--- src/rtl/yf_run_ctrl.sv ---
// Run controller for the yfcpu core: streams a program into IMEM, then runs or single-steps
// the core. Commands are taken on cmd_valid & cmd_ready; program words on ld_valid & ld_ready.
module yf_run_ctrl #(
    parameter int IM_W  = 8,
    parameter int IW    = 16,
    parameter int CNT_W = 16,
    parameter int WDOG  = 1000
) (
    input  logic             clk,
    input  logic             rst,
    input  logic             cmd_valid,
    input  logic [1:0]       cmd,
    output logic             cmd_ready,
    input  logic             ld_valid,
    input  logic [IW-1:0]    ld_data,
    input  logic             ld_last,
    output logic             ld_ready,
    output logic             imem_we,
    output logic [IM_W-1:0]  imem_addr,
    output logic [IW-1:0]    imem_wdata,
    output logic             cpu_rst,
    output logic             cpu_en,
    input  logic [1:0]       cpu_state,
    input  logic [3:0]       cpu_opcode,
    output logic             busy,
    output logic             halted,
    output logic             timeout,
    output logic             load_ovf,
    output logic [CNT_W-1:0] instr_count,
    output logic [2:0]       dbg_state
);

    typedef enum logic [2:0] {
        S_IDLE   = 3'd0,
        S_LOAD   = 3'd1,
        S_RUN    = 3'd2,
        S_STEP   = 3'd3,
        S_HALTED = 3'd4
    } state_t;

    localparam logic [1:0] CMD_LOAD = 2'b00;
    localparam logic [1:0] CMD_RUN  = 2'b01;
    localparam logic [1:0] CMD_STEP = 2'b10;
    localparam logic [1:0] CMD_STOP = 2'b11;

    localparam int CYC_W = (WDOG > 1) ? $clog2(WDOG + 1) : 1;
    localparam logic [CYC_W-1:0] WDOG_LAST = (WDOG > 0) ? CYC_W'(WDOG - 1) : '0;
    localparam bit WDOG_ON = (WDOG != 0);

    state_t            state_q, state_d;
    logic              cpu_rst_q, cpu_rst_d;
    logic              cpu_en_q, cpu_en_d;
    logic              imem_we_q, imem_we_d;
    logic [IM_W-1:0]   imem_addr_q, imem_addr_d;
    logic [IW-1:0]     imem_wdata_q, imem_wdata_d;
    logic [IM_W-1:0]   addr_q, addr_d;
    logic              wrap_q, wrap_d;
    logic              halted_q, halted_d;
    logic              timeout_q, timeout_d;
    logic              load_ovf_q, load_ovf_d;
    logic [CNT_W-1:0]  cnt_q, cnt_d;
    logic [CYC_W-1:0]  cyc_q, cyc_d;
    logic              busy_q, busy_d;
    logic              ld_ready_q, ld_ready_d;

    logic cmd_fire;
    logic retire;
    logic halt_det;
    logic wd_hit;

    // Only STOP can be taken while the core is running; everything else waits for IDLE/HALTED.
    always_comb begin
        cmd_ready = 1'b0;
        case (state_q)
            S_IDLE, S_HALTED: cmd_ready = 1'b1;
            S_RUN, S_STEP:    cmd_ready = (cmd == CMD_STOP);
            default:          cmd_ready = 1'b0;
        endcase
    end

    assign cmd_fire = cmd_valid & cmd_ready;
    assign retire   = cpu_en_q & (cpu_state == 2'b11);
    assign halt_det = cpu_en_q & (cpu_state == 2'b10) & (cpu_opcode == 4'b0000);
    assign wd_hit   = WDOG_ON & cpu_en_q & (cyc_q == WDOG_LAST);

    always_comb begin
        state_d      = state_q;
        cpu_rst_d    = cpu_rst_q;
        cpu_en_d     = 1'b0;
        imem_we_d    = 1'b0;
        imem_addr_d  = imem_addr_q;
        imem_wdata_d = imem_wdata_q;
        addr_d       = addr_q;
        wrap_d       = wrap_q;
        halted_d     = halted_q;
        timeout_d    = timeout_q;
        load_ovf_d   = load_ovf_q;
        cnt_d        = cnt_q;
        cyc_d        = cyc_q;

        if (cpu_en_q) begin
            cyc_d = cyc_q + 1'b1;
        end
        if (retire) begin
            cnt_d = cnt_q + 1'b1;
        end

        case (state_q)
            S_IDLE, S_HALTED: begin
                cpu_rst_d = 1'b0;
                if (cmd_fire) begin
                    case (cmd)
                        CMD_LOAD: begin
                            state_d    = S_LOAD;
                            cpu_rst_d  = 1'b1;
                            addr_d     = '0;
                            wrap_d     = 1'b0;
                            cnt_d      = '0;
                            load_ovf_d = 1'b0;
                            halted_d   = 1'b0;
                            timeout_d  = 1'b0;
                        end
                        CMD_RUN, CMD_STEP: begin
                            cyc_d     = '0;
                            timeout_d = 1'b0;
                            // A halted core stays put: the command is consumed without enabling it.
                            if (state_q == S_IDLE) begin
                                state_d  = (cmd == CMD_RUN) ? S_RUN : S_STEP;
                                cpu_en_d = 1'b1;
                            end
                        end
                        default: ;
                    endcase
                end
            end
            S_LOAD: begin
                cpu_rst_d = 1'b1;
                if (ld_valid && ld_ready_q) begin
                    imem_we_d    = 1'b1;
                    imem_addr_d  = addr_q;
                    imem_wdata_d = ld_data;
                    addr_d       = addr_q + 1'b1;
                    if (&addr_q) begin
                        wrap_d = 1'b1;
                    end
                    if (wrap_q) begin
                        load_ovf_d = 1'b1;
                    end
                    if (ld_last) begin
                        state_d   = S_IDLE;
                        cpu_rst_d = 1'b0;
                    end
                end
            end
            S_RUN, S_STEP: begin
                cpu_en_d = 1'b1;
                // Exit priority: HALT, then watchdog, then step-complete / STOP.
                if (halt_det) begin
                    state_d  = S_HALTED;
                    halted_d = 1'b1;
                    cpu_en_d = 1'b0;
                end else if (wd_hit) begin
                    state_d   = S_IDLE;
                    timeout_d = 1'b1;
                    cpu_en_d  = 1'b0;
                end else if (((state_q == S_STEP) && retire) || cmd_fire) begin
                    state_d  = S_IDLE;
                    cpu_en_d = 1'b0;
                end
            end
            default: begin
                state_d = S_IDLE;
            end
        endcase

        busy_d     = (state_d == S_LOAD) || (state_d == S_RUN) || (state_d == S_STEP);
        ld_ready_d = (state_d == S_LOAD);
    end

    always_ff @(posedge clk) begin
        if (rst) begin
            state_q      <= S_IDLE;
            cpu_rst_q    <= 1'b1;
            cpu_en_q     <= 1'b0;
            imem_we_q    <= 1'b0;
            imem_addr_q  <= '0;
            imem_wdata_q <= '0;
            addr_q       <= '0;
            wrap_q       <= 1'b0;
            halted_q     <= 1'b0;
            timeout_q    <= 1'b0;
            load_ovf_q   <= 1'b0;
            cnt_q        <= '0;
            cyc_q        <= '0;
            busy_q       <= 1'b0;
            ld_ready_q   <= 1'b0;
        end else begin
            state_q      <= state_d;
            cpu_rst_q    <= cpu_rst_d;
            cpu_en_q     <= cpu_en_d;
            imem_we_q    <= imem_we_d;
            imem_addr_q  <= imem_addr_d;
            imem_wdata_q <= imem_wdata_d;
            addr_q       <= addr_d;
            wrap_q       <= wrap_d;
            halted_q     <= halted_d;
            timeout_q    <= timeout_d;
            load_ovf_q   <= load_ovf_d;
            cnt_q        <= cnt_d;
            cyc_q        <= cyc_d;
            busy_q       <= busy_d;
            ld_ready_q   <= ld_ready_d;
        end
    end

    assign ld_ready    = ld_ready_q;
    assign imem_we     = imem_we_q;
    assign imem_addr   = imem_addr_q;
    assign imem_wdata  = imem_wdata_q;
    assign cpu_rst     = cpu_rst_q;
    assign cpu_en      = cpu_en_q;
    assign busy        = busy_q;
    assign halted      = halted_q;
    assign timeout     = timeout_q;
    assign load_ovf    = load_ovf_q;
    assign instr_count = cnt_q;
    assign dbg_state   = state_q;

endmodule

--- config.mk ---
export PLATFORM = sky130hd
export DESIGN_NAME = yf_run_ctrl
export DESIGN_NICKNAME = d
export VERILOG_FILES = /design/src/rtl/yf_run_ctrl.sv
export SDC_FILE = /design/constraint.sdc
export NUM_CORES = 1
export LEC_CHECK = 0
export BUFFER_PORTS_ARGS = -buffer_cell sky130_fd_sc_hd__buf_2
export CAP_MARGIN = 20
export CORE_MARGIN = 2
export CORE_UTILIZATION = 52
export DETAILED_ROUTE_END_ITERATION = 7
export GPL_TIMING_DRIVEN = 1
export PLACE_DENSITY = 0.77
export SYNTH_ARGS = -nofsm -noshare
export SYNTH_HDL_FRONTEND = slang
export SYNTH_SLANG_ARGS = --single-unit
--- constraint.sdc ---
create_clock -name clk -period 2.22 [get_ports clk]
set_input_delay 0.111 -clock clk [delete_from_list [all_inputs] [get_ports clk]]
set_output_delay 0.111 -clock clk [all_outputs]
set_load 0.03 [all_outputs]
== Word-level counts from Yosys, hierarchy flattened ==
Cells that the tools add are included.
Word-level totals
  register bits after elaboration: 70
  input port bits: 29
Cells by class
  $add $sub $neg: 3
  equal/unequal tests: 22
  mux-type cells: 51
  bitwise gates (word level): 6
  reduce and logical (&&, ||, !) cells: 22
Operators by type and width (count)
  16-bit 2-to-1 mux: 4
  10-bit 2-to-1 mux: 4
  8-bit 2-to-1 mux: 3
  1-bit 2-to-1 mux: 23
  3-bit 2-to-1 mux: 7
  16-bit by 1-bit adder with 16-bit output, second input constant: 1
  2-bit inequality test, second input constant: 8
  8-bit case mux with 2 select lines: 1
  5-bit AND reduction: 3
  1-bit case mux with 2 select lines: 7
  3-bit by 2-bit == test with 1-bit output, second input constant: 4
  10-bit by 1-bit adder with 10-bit output, second input constant: 1
  10-bit == test, second input constant: 1
  3-bit case mux with 3 select lines: 1
  8-bit by 1-bit adder with 8-bit output, second input constant: 1
  2-bit == test, second input constant: 4
  4-bit AND reduction: 2
  8-bit AND reduction: 1
  2-bit OR reduction: 4
  3-bit by 1-bit == test with 1-bit output, second input constant: 2
  3-bit case mux with 2 select lines: 1
  1-bit AND: 5
  4-bit logical NOT: 1
  2-bit nonzero test: 2
  other kinds (10): 13

== Longest topological paths before layout ==
Gate-level depths: netlist (run 1).
  word-level depth: 12
  mapped depth: 7

== Worst setup path after synthesis (run 1) ==
OpenSTA, ideal clock, no wires.
  path kind: register to register
  start: register cpu_en_q (netlist: cpu_en)
  end: register cnt_q[15] (netlist: instr_count[15])
  arrival: 1900 ps
  path slack: 260 ps
  cell stages (with the launch flop): 6
  path buffers: 1
  path through: dfxtp_1 buf_6 nand4_4 or4_4 or4_1 nand2_1
On the way
  cells in the longest elaborated chain, start to end: 5
Ends and longest elaborated chain
  start, declared: line 52  | logic cpu_en_q, cpu_en_d;
  start signal, assigned: line 200  | cpu_en_q <= cpu_en_d;
  1-bit AND *: line 82  | assign retire = cpu_en_q & (cpu_state == 2'b11);
  16-bit 2-to-1 mux *: line 104  | if (retire) begin
  16-bit 2-to-1 mux: line 112  | case (cmd)
  16-bit 2-to-1 mux: line 111  | if (cmd_fire) begin
  16-bit 2-to-1 mux *: line 108  | case (state_q)
  end signal, assigned: line 209  | cnt_q <= cnt_d;
  end, declared: line 61  | logic [CNT_W-1:0] cnt_q, cnt_d;
Mark *: on every way between the ends. The rest lies on a longest branch, timed or not.
A chain may end at the register's enable or synchronous reset.

== Worst setup path in the final report (run 1) ==
  start: register state_q[1] (netlist: dbg_state[1])
  end: register addr_q[5]
On the way
  cells in the longest elaborated chain, start to end: 6
  elaborated cells between the ends (all ways): 15
  those cells by class: eq/ne: 7; mux: 2; bitwise: 1; reduce/logical: 5
Ends and longest elaborated chain
  start, declared: line 50  | state_t state_q, state_d;
  start signal, assigned: line 198  | state_q <= state_d;
  3-bit by 2-bit == test with 1-bit output (tied with other cells): line 74  | case (state_q)
  2-bit OR reduction (on tied branches): line 74, 108
  1-bit case mux with 2 select lines: line 74
  1-bit AND: line 81  | assign cmd_fire = cmd_valid & cmd_ready;
  2-bit inequality test (no source line)
  4-bit AND reduction (no source line)
  end signal, assigned: line 204  | addr_q <= addr_d;
  end, declared: line 56  | logic [IM_W-1:0] addr_q, addr_d;
Parallel ways exist; a longest one is shown, timed or not.

==> results.py, run 1 <==
metrics = {
    "run_status": {
        "status": "finished, final reports clean",
    },
    "cells_and_area": {
        "drive_gt1_share_pct": 24.61,
        "final_cell_mix": "80 x buf_2, 70 x nand2_1, 70 x dfxtp_1, 45 x a21oi_1, 24 x nor2_1",
        "design_area_sq_um": 3687,
        "regArea_sq_um": 1401,
        "nFillCells": 491,
        "nets": 479,
        "multi_input_area_sq_um": 1519,
        "diodes": 0,
        "layout_commonest_cell": "buf_2",
        "area_growth_syn_to_layout_pct": 20.93,
    },
    "global_route": {
        "grt_overflow": 0,
        "antenna_found_initial": 0,
        "met3_usage_pct": 5.955,
        "grt_pass1_vias": 2526,
        "grt_max_degree": 36,
        "use_met2_pct": 34.75,
        "grt_util_met1_pct": 27.16,
        "busiest_layer": "met2",
        "grt_pass1_wl_mm": 11.04,
        "grtUsageTotal_pct": 21.66,
    },
    "placed_design": {
        "place.gp.congestion": 0.8540,
        "place_area_sq_um": 3490,
        "io_buffers": 80,
        "hpwlAfterDp_mm": 4.657,
        "pre_cts_slack_ns": 0.3663,
    },
    "logic_synthesis": {
        "synth-simple-area-share_pct": 27.16,
        "synth-edff-count": 0,
        "synthArstFlopShare_pct": 0,
        "synthXorXnorAreaFrac_pct": 4.883,
        "synth_top_family_by_area": "simple AND/OR/NAND/NOR gates",
        "synth_fp_nets": 398,
        "yosysSeqAreaShare_pct": 45.96,
        "synth_mux_area_share_pct": 1.313,
        "yosysWarnings": 0,
        "syn-cell-area_sq_um": 3049,
        "synth_compound_area_share_pct": 13.58,
        "synth_flop_cell": "dfxtp_1",
        "synth-seq-cells": 70,
        "synthCells": 362,
        "syn_area_per_cell_sq_um": 8.423,
        "synthAdderAreaFrac_pct": 2.872,
        "synth_cell_types": 51,
    },
    "power": {
        "p_total_uw": 2460,
        "p_leak_uw": 0.001500,
        "power_density_nw_per_um2": 667.1,
        "peakVddDrop_v": 0.0004091,
    },
    "min_path": {
        "hp-class": "input port to flip-flop",
    },
    "clock_tree": {
        "cts-root-buf": "clkbuf_8",
        "worstSkewPairLatency_ns": 0.35,
        "h-tree-depth": 3,
        "path_clk_slew_ns": 0.07,
        "cts_tree": "built",
        "cts_num_sinks": 70,
        "cts_resized": 0,
        "cts_buffer_depth": 2,
        "cts-buffers-inserted": 9,
    },
    "critical_path": {
        "crit_start": "dbg_state[1]",
        "r2r_end": "addr_q[5]",
        "r2r_cells": 4,
        "r2r-start": "dbg_state[1]",
        "critical_path_required_ns": 2.50,
        "crit_path_end": "addr_q[5]",
        "end_kind": "flip-flop",
        "cp-start-kind": "flip-flop",
        "crit_path_max_fanout": 15,
        "cp.arrival_ns": 2.16,
        "worstSetupPathType": "flip-flop to flip-flop",
        "rrSetupSlack_ns": 0.34,
    },
    "timing": {
        "rsz0062_at_grt": "no",
        "tightest_slew_ns": 0.6354,
        "final-setup-viol-count": 0,
        "fin_crit_ns": 1.882,
        "hold_viol": 0,
        "maxSlewViolCount": 0,
        "maxSlewHeadroom_pct": 57.64,
        "worst_slack_ns": 0.3383,
        "timing.fmax_mhz": 531.4,
        "skew_ns": 0.005182,
        "hold_slack_ns": 0.004688,
        "finalSetupTns_ns": 0,
        "finalCritPeriodShare_pct": 84.76,
    },
    "die": {
        "dieArea_sq_um": 6492,
        "rows": 27,
        "die_x_microns": 80.58,
        "core_sq_um": 5574,
        "die_h_microns": 80.58,
        "io_pins": 81,
        "start_util_pct": 54.70,
    },
    "drt": {
        "drt_first_pass_iters": 4,
        "drc_errors": 0,
        "wl_per_cell_microns": 12.65,
        "vias": 2745,
        "wl_mm": 6.566,
        "drt-initial-drc-count": 149,
        "via_per_inst": 5.289,
        "postRouteAntennaNets": 0,
    },
    "job": {
        "drv_cap": 0,
    },
}
==> registers in the layout (all words and copies together), names as in the netlist, 3 cells and up <==
name / count
imem_wdata: 16
cyc_q: 10
imem_addr: 8
addr_q: 8
dbg_state: 3
instr_count: 16
==> worst max-delay path, cell delays in order, from the launching register on <==
cell and delay [ns]:
dfxtp_1 0.53, nor3b_1 0.16, a211o_1 0.43, or4_1 0.55
a21oi_1 0.14
==> synthesized netlist by cell type (3+ instances only) <==
cell | number | area share (%)
a21oi_1 | 45 | 7.4
buf_2 | 3 | 0.49
clkbuf_1 | 12 | 1.5
dfxtp_1 | 70 | 46
ha_1 | 7 | 2.9
inv_1 | 11 | 1.4
mux2i_1 | 4 | 1.3
nand2_1 | 70 | 8.6
nand2b_1 | 3 | 0.62
nand3_1 | 9 | 1.5
nand3b_1 | 3 | 0.74
nand4_1 | 6 | 1.2
nor2_1 | 24 | 3.0
nor3_1 | 6 | 0.98
nor4_1 | 5 | 1.0
o21ai_0 | 10 | 1.6
or3_1 | 10 | 2.1
or4_1 | 6 | 1.5
xnor2_1 | 11 | 3.2
xor2_1 | 6 | 1.7
==> routing by layer <==
metal	vias to the layer above	wire, microns	part of all wire [%]
met2	73	2914	44
li1	1419	-	-
met3	13	465	7.1
met4	0	106	1.6
met1	1240	3079	47
met5	-	0	0
==> per-stage QoR <==
stage | instances | utilization [%]
after floorplan | 362 | -
after global placement | 501 | 62.60
after detailed placement | 501 | 62.60
after CTS | 519 | 66.15
after global routing | 519 | 66.15
final | 519 | 66.15
==> final cells by class <==
type,count,share of cell area (%)
Timing Repair Buffer,88,12.69
Clock inverter,1,0.1357
Tap cell,72,2.443
Sequential cell,70,38.00
Inverter,11,1.120
Multi-Input combinational cell,263,41.19
Clock buffer,14,4.411
==> where the power goes <==
group          internal [uW]  switching (uW)
Combinational           93.3             166
Clock                    460             441
Sequential              1280            20.5
Total                   1830             628
==> logic make-up after synthesis <==
family,after synthesis
muxes,4
adders and majority gates,7
and+or+nand+nor,162
DFF,70
xor gates and xnor gates,17
AOI/OAI and AO/OA,73
buffers and inverters,29
==> worst min path at each step <==
stage                      from             end  cells past startpoint
CTS                  ld_data[1]   imem_wdata[1]                      3
global route         ld_data[1]   imem_wdata[1]                      3
detailed placement  ld_data[14]  imem_wdata[14]                      3
finish              ld_data[10]  imem_wdata[10]                      3
floorplan            ld_data[0]   imem_wdata[0]                      2
global placement     ld_data[4]   imem_wdata[4]                      3
==> repair_timing <==
action | in CTS | in global routing
hold buffers | 3 | 0
endpoints found under the hold margin | 3 | 0
setup buffers | 0 | 0
(Power assumes the default switching activity.)
==> run 2, diff against run 1 <==
==> constraint.sdc (replaced) <==
create_clock -name clk -period 2 [get_ports clk]
set_input_delay 0.1 -clock clk [delete_from_list [all_inputs] [get_ports clk]]
set_output_delay 0.1 -clock clk [all_outputs]
set_load 0.03 [all_outputs]
==> run 2 against run 1 <==
Effect of this change:
- flip-flop and latch count did not move
- sequential share of layout area fell by 1.2 points
- via count rose by 2.2%
- first-iteration DRC count rose by 4.7%
- clock skew barely moved
- combinational power rose by 17%
- register-to-register slack got worse by 0.20 ns
- critical path depth did not move
- die area did not move
- fmax rose by 1.2%
- wire length rose by 2.7%
- critical path type unchanged
- largest power group unchanged
- highest routed layer unchanged
==> results.py, run 2 (synthesis results as in run 1) <==
metrics = {
    "critical_path": {
        "critical_path_required_ns": 2.27,
        "crit_start": "dbg_state[1]",
        "cp-start-kind": "flip-flop",
        "cp_cell_sequence": "nor3b_2, a211o_1, or4_1, a21oi_1",
        "worstSetupPathType": "flip-flop to flip-flop",
        "crit_path_max_fanout": 15,
        "path_depth": 4,
        "timing.critical_path.buf_inv": 0,
        "r2r_cells": 4,
        "r2r-start": "dbg_state[1]",
        "cp.arrival_ns": 2.12,
        "max_stage_delay_ns": 0.55,
        "crit_family": "simple AND/OR/NAND/NOR gates",
        "end_kind": "flip-flop",
        "slowest_stage": "dfxtp_1",
    },
    "clock_tree": {
        "postCtsSetupBuffers": 0,
        "cts-root-buf": "clkbuf_8",
        "cts_num_sinks": 70,
        "worstSkewPairLatency_ns": 0.33,
        "path_clk_slew_ns": 0.07,
        "cts_tree": "built",
        "h-tree-depth": 3,
        "cts-buffers-inserted": 9,
        "cts_buffer_depth": 2,
    },
    "die": {
        "rows": 27,
        "start_util_pct": 54.70,
        "die_x_microns": 80.58,
        "io_pins": 81,
        "core_sq_um": 5574,
        "dieArea_sq_um": 6492,
        "die_h_microns": 80.58,
    },
    "drt": {
        "via_per_inst": 5.333,
        "drt_first_pass_iters": 4,
        "wl_mm": 6.740,
        "postRouteAntennaNets": 0,
        "drt-initial-drc-count": 156,
        "drc_errors": 0,
        "vias": 2805,
        "wl_per_cell_microns": 12.81,
    },
    "power": {
        "peakVddDrop_v": 0.0004549,
        "switchingPower_uw": 677.8,
        "clkPwrFrac_pct": 38.6,
        "p_total_uw": 2844,
        "p_int_uw": 2166,
        "p_seq_share_pct": 50.7,
        "switching_share_pct": 23.83,
        "power_density_nw_per_um2": 747.7,
        "combPwrFrac_pct": 10.7,
        "p_leak_uw": 0.001550,
    },
    "min_path": {
        "worstHoldPathCells": 3,
        "hp-class": "input port to flip-flop",
        "min_from": "ld_data[13]",
    },
    "timing": {
        "finalCritPeriodShare_pct": 92.95,
        "maxSlewHeadroom_pct": 58.01,
        "final-setup-viol-count": 0,
        "fin_crit_ns": 1.859,
        "hold_slack_ns": 0.01303,
        "hold_viol": 0,
        "skew_ns": 0.004805,
        "rsz0062_at_grt": "no",
        "timing.fmax_mhz": 537.9,
        "tightest_slew_ns": 0.6299,
        "finalSetupTns_ns": 0,
        "maxSlewViolCount": 0,
    },
    "placed_design": {
        "hpwlAfterDp_mm": 4.665,
        "io_buffers": 80,
        "place.gp.congestion": 0.8718,
        "dpl.cell_count": 502,
    },
    "cells_and_area": {
        "area_growth_syn_to_layout_pct": 24.74,
        "diodes": 0,
        "fin_util_pct": 68.24,
        "drive_gt1_share_pct": 24.67,
        "layoutNonFillerInstCount": 526,
        "final_cell_mix": "80 x buf_2, 70 x nand2_1, 70 x dfxtp_1, 45 x a21oi_1, 24 x nor2_1",
        "nets": 487,
        "layout_commonest_cell": "buf_2",
        "nFillCells": 463,
    },
    "job": {
        "drv_cap": 0,
    },
    "global_route": {
        "grt_pass1_vias": 2538,
        "grt_overflow": 0,
        "grtUsageTotal_pct": 21.87,
        "busiest_layer": "met2",
        "grt_util_met1_pct": 26.79,
        "use_met2_pct": 36.25,
        "met3_usage_pct": 6.292,
        "antenna_found_initial": 0,
        "grt_max_degree": 36,
        "grt_pass1_wl_mm": 11.11,
    },
    "run_status": {
        "status": "finished, final reports clean",
    },
}
## run 2: per-layer routing
metal / part of all wire (%) / vias to the layer above
met5: 0 / -
met4: 0.79 / 0
met3: 7.3 / 6
met2: 47 / 92
met1: 45 / 1272
li1: - / 1435
## run 2: final timing paths
path / end / slack [ns]
worst max register to register: addr_q[7] / 0.14
worst min-delay path: imem_wdata[13] / 0.01
worst max-delay path: addr_q[7] / 0.14
worst min register to register: load_ovf / 0.45
## run 2: area by class of cell
class / count / area, sq um / area share (%)
tap: 72 / 90.09 / 2.368
clock buffer: 13 / 158.9 / 4.178
sequential: 70 / 1401 / 36.84
inverter: 11 / 41.29 / 1.086
timing repair buffer: 96 / 558.0 / 14.67
clock inverter: 1 / 30.03 / 0.7895
multi-input combinational: 263 / 1524 / 40.07
## run 2: power groups by stage
stage               combinational, uW  clock [uW]  sequential (uW)
floorplan                         163           0             1510
global route                      330        1200             1450
global placement                  284           0             1470
finish                            304        1100             1440
detailed placement                286           0             1470
CTS                               304        1140             1440
## run 2: timing repair
item | CTS | global route
hold buffers | 10 | 0
setup endpoints to repair | 0 | 20
gates resized for setup | 0 | 1
endpoints found under the hold margin | 10 | 0
## run 2: tightest hold or removal path: stages
cell     delay (ns)
buf_2          0.09
nand2_1        0.04
a21oi_1        0.05
## run 2: through the flow
step,worst slack (ns),area [sq um]
after floorplan,0.03969,3049
after global placement,0.2310,3510
after detailed placement,0.1434,3510
after CTS,0.1275,3799
after global routing,0.01582,3804
final,0.1411,3804
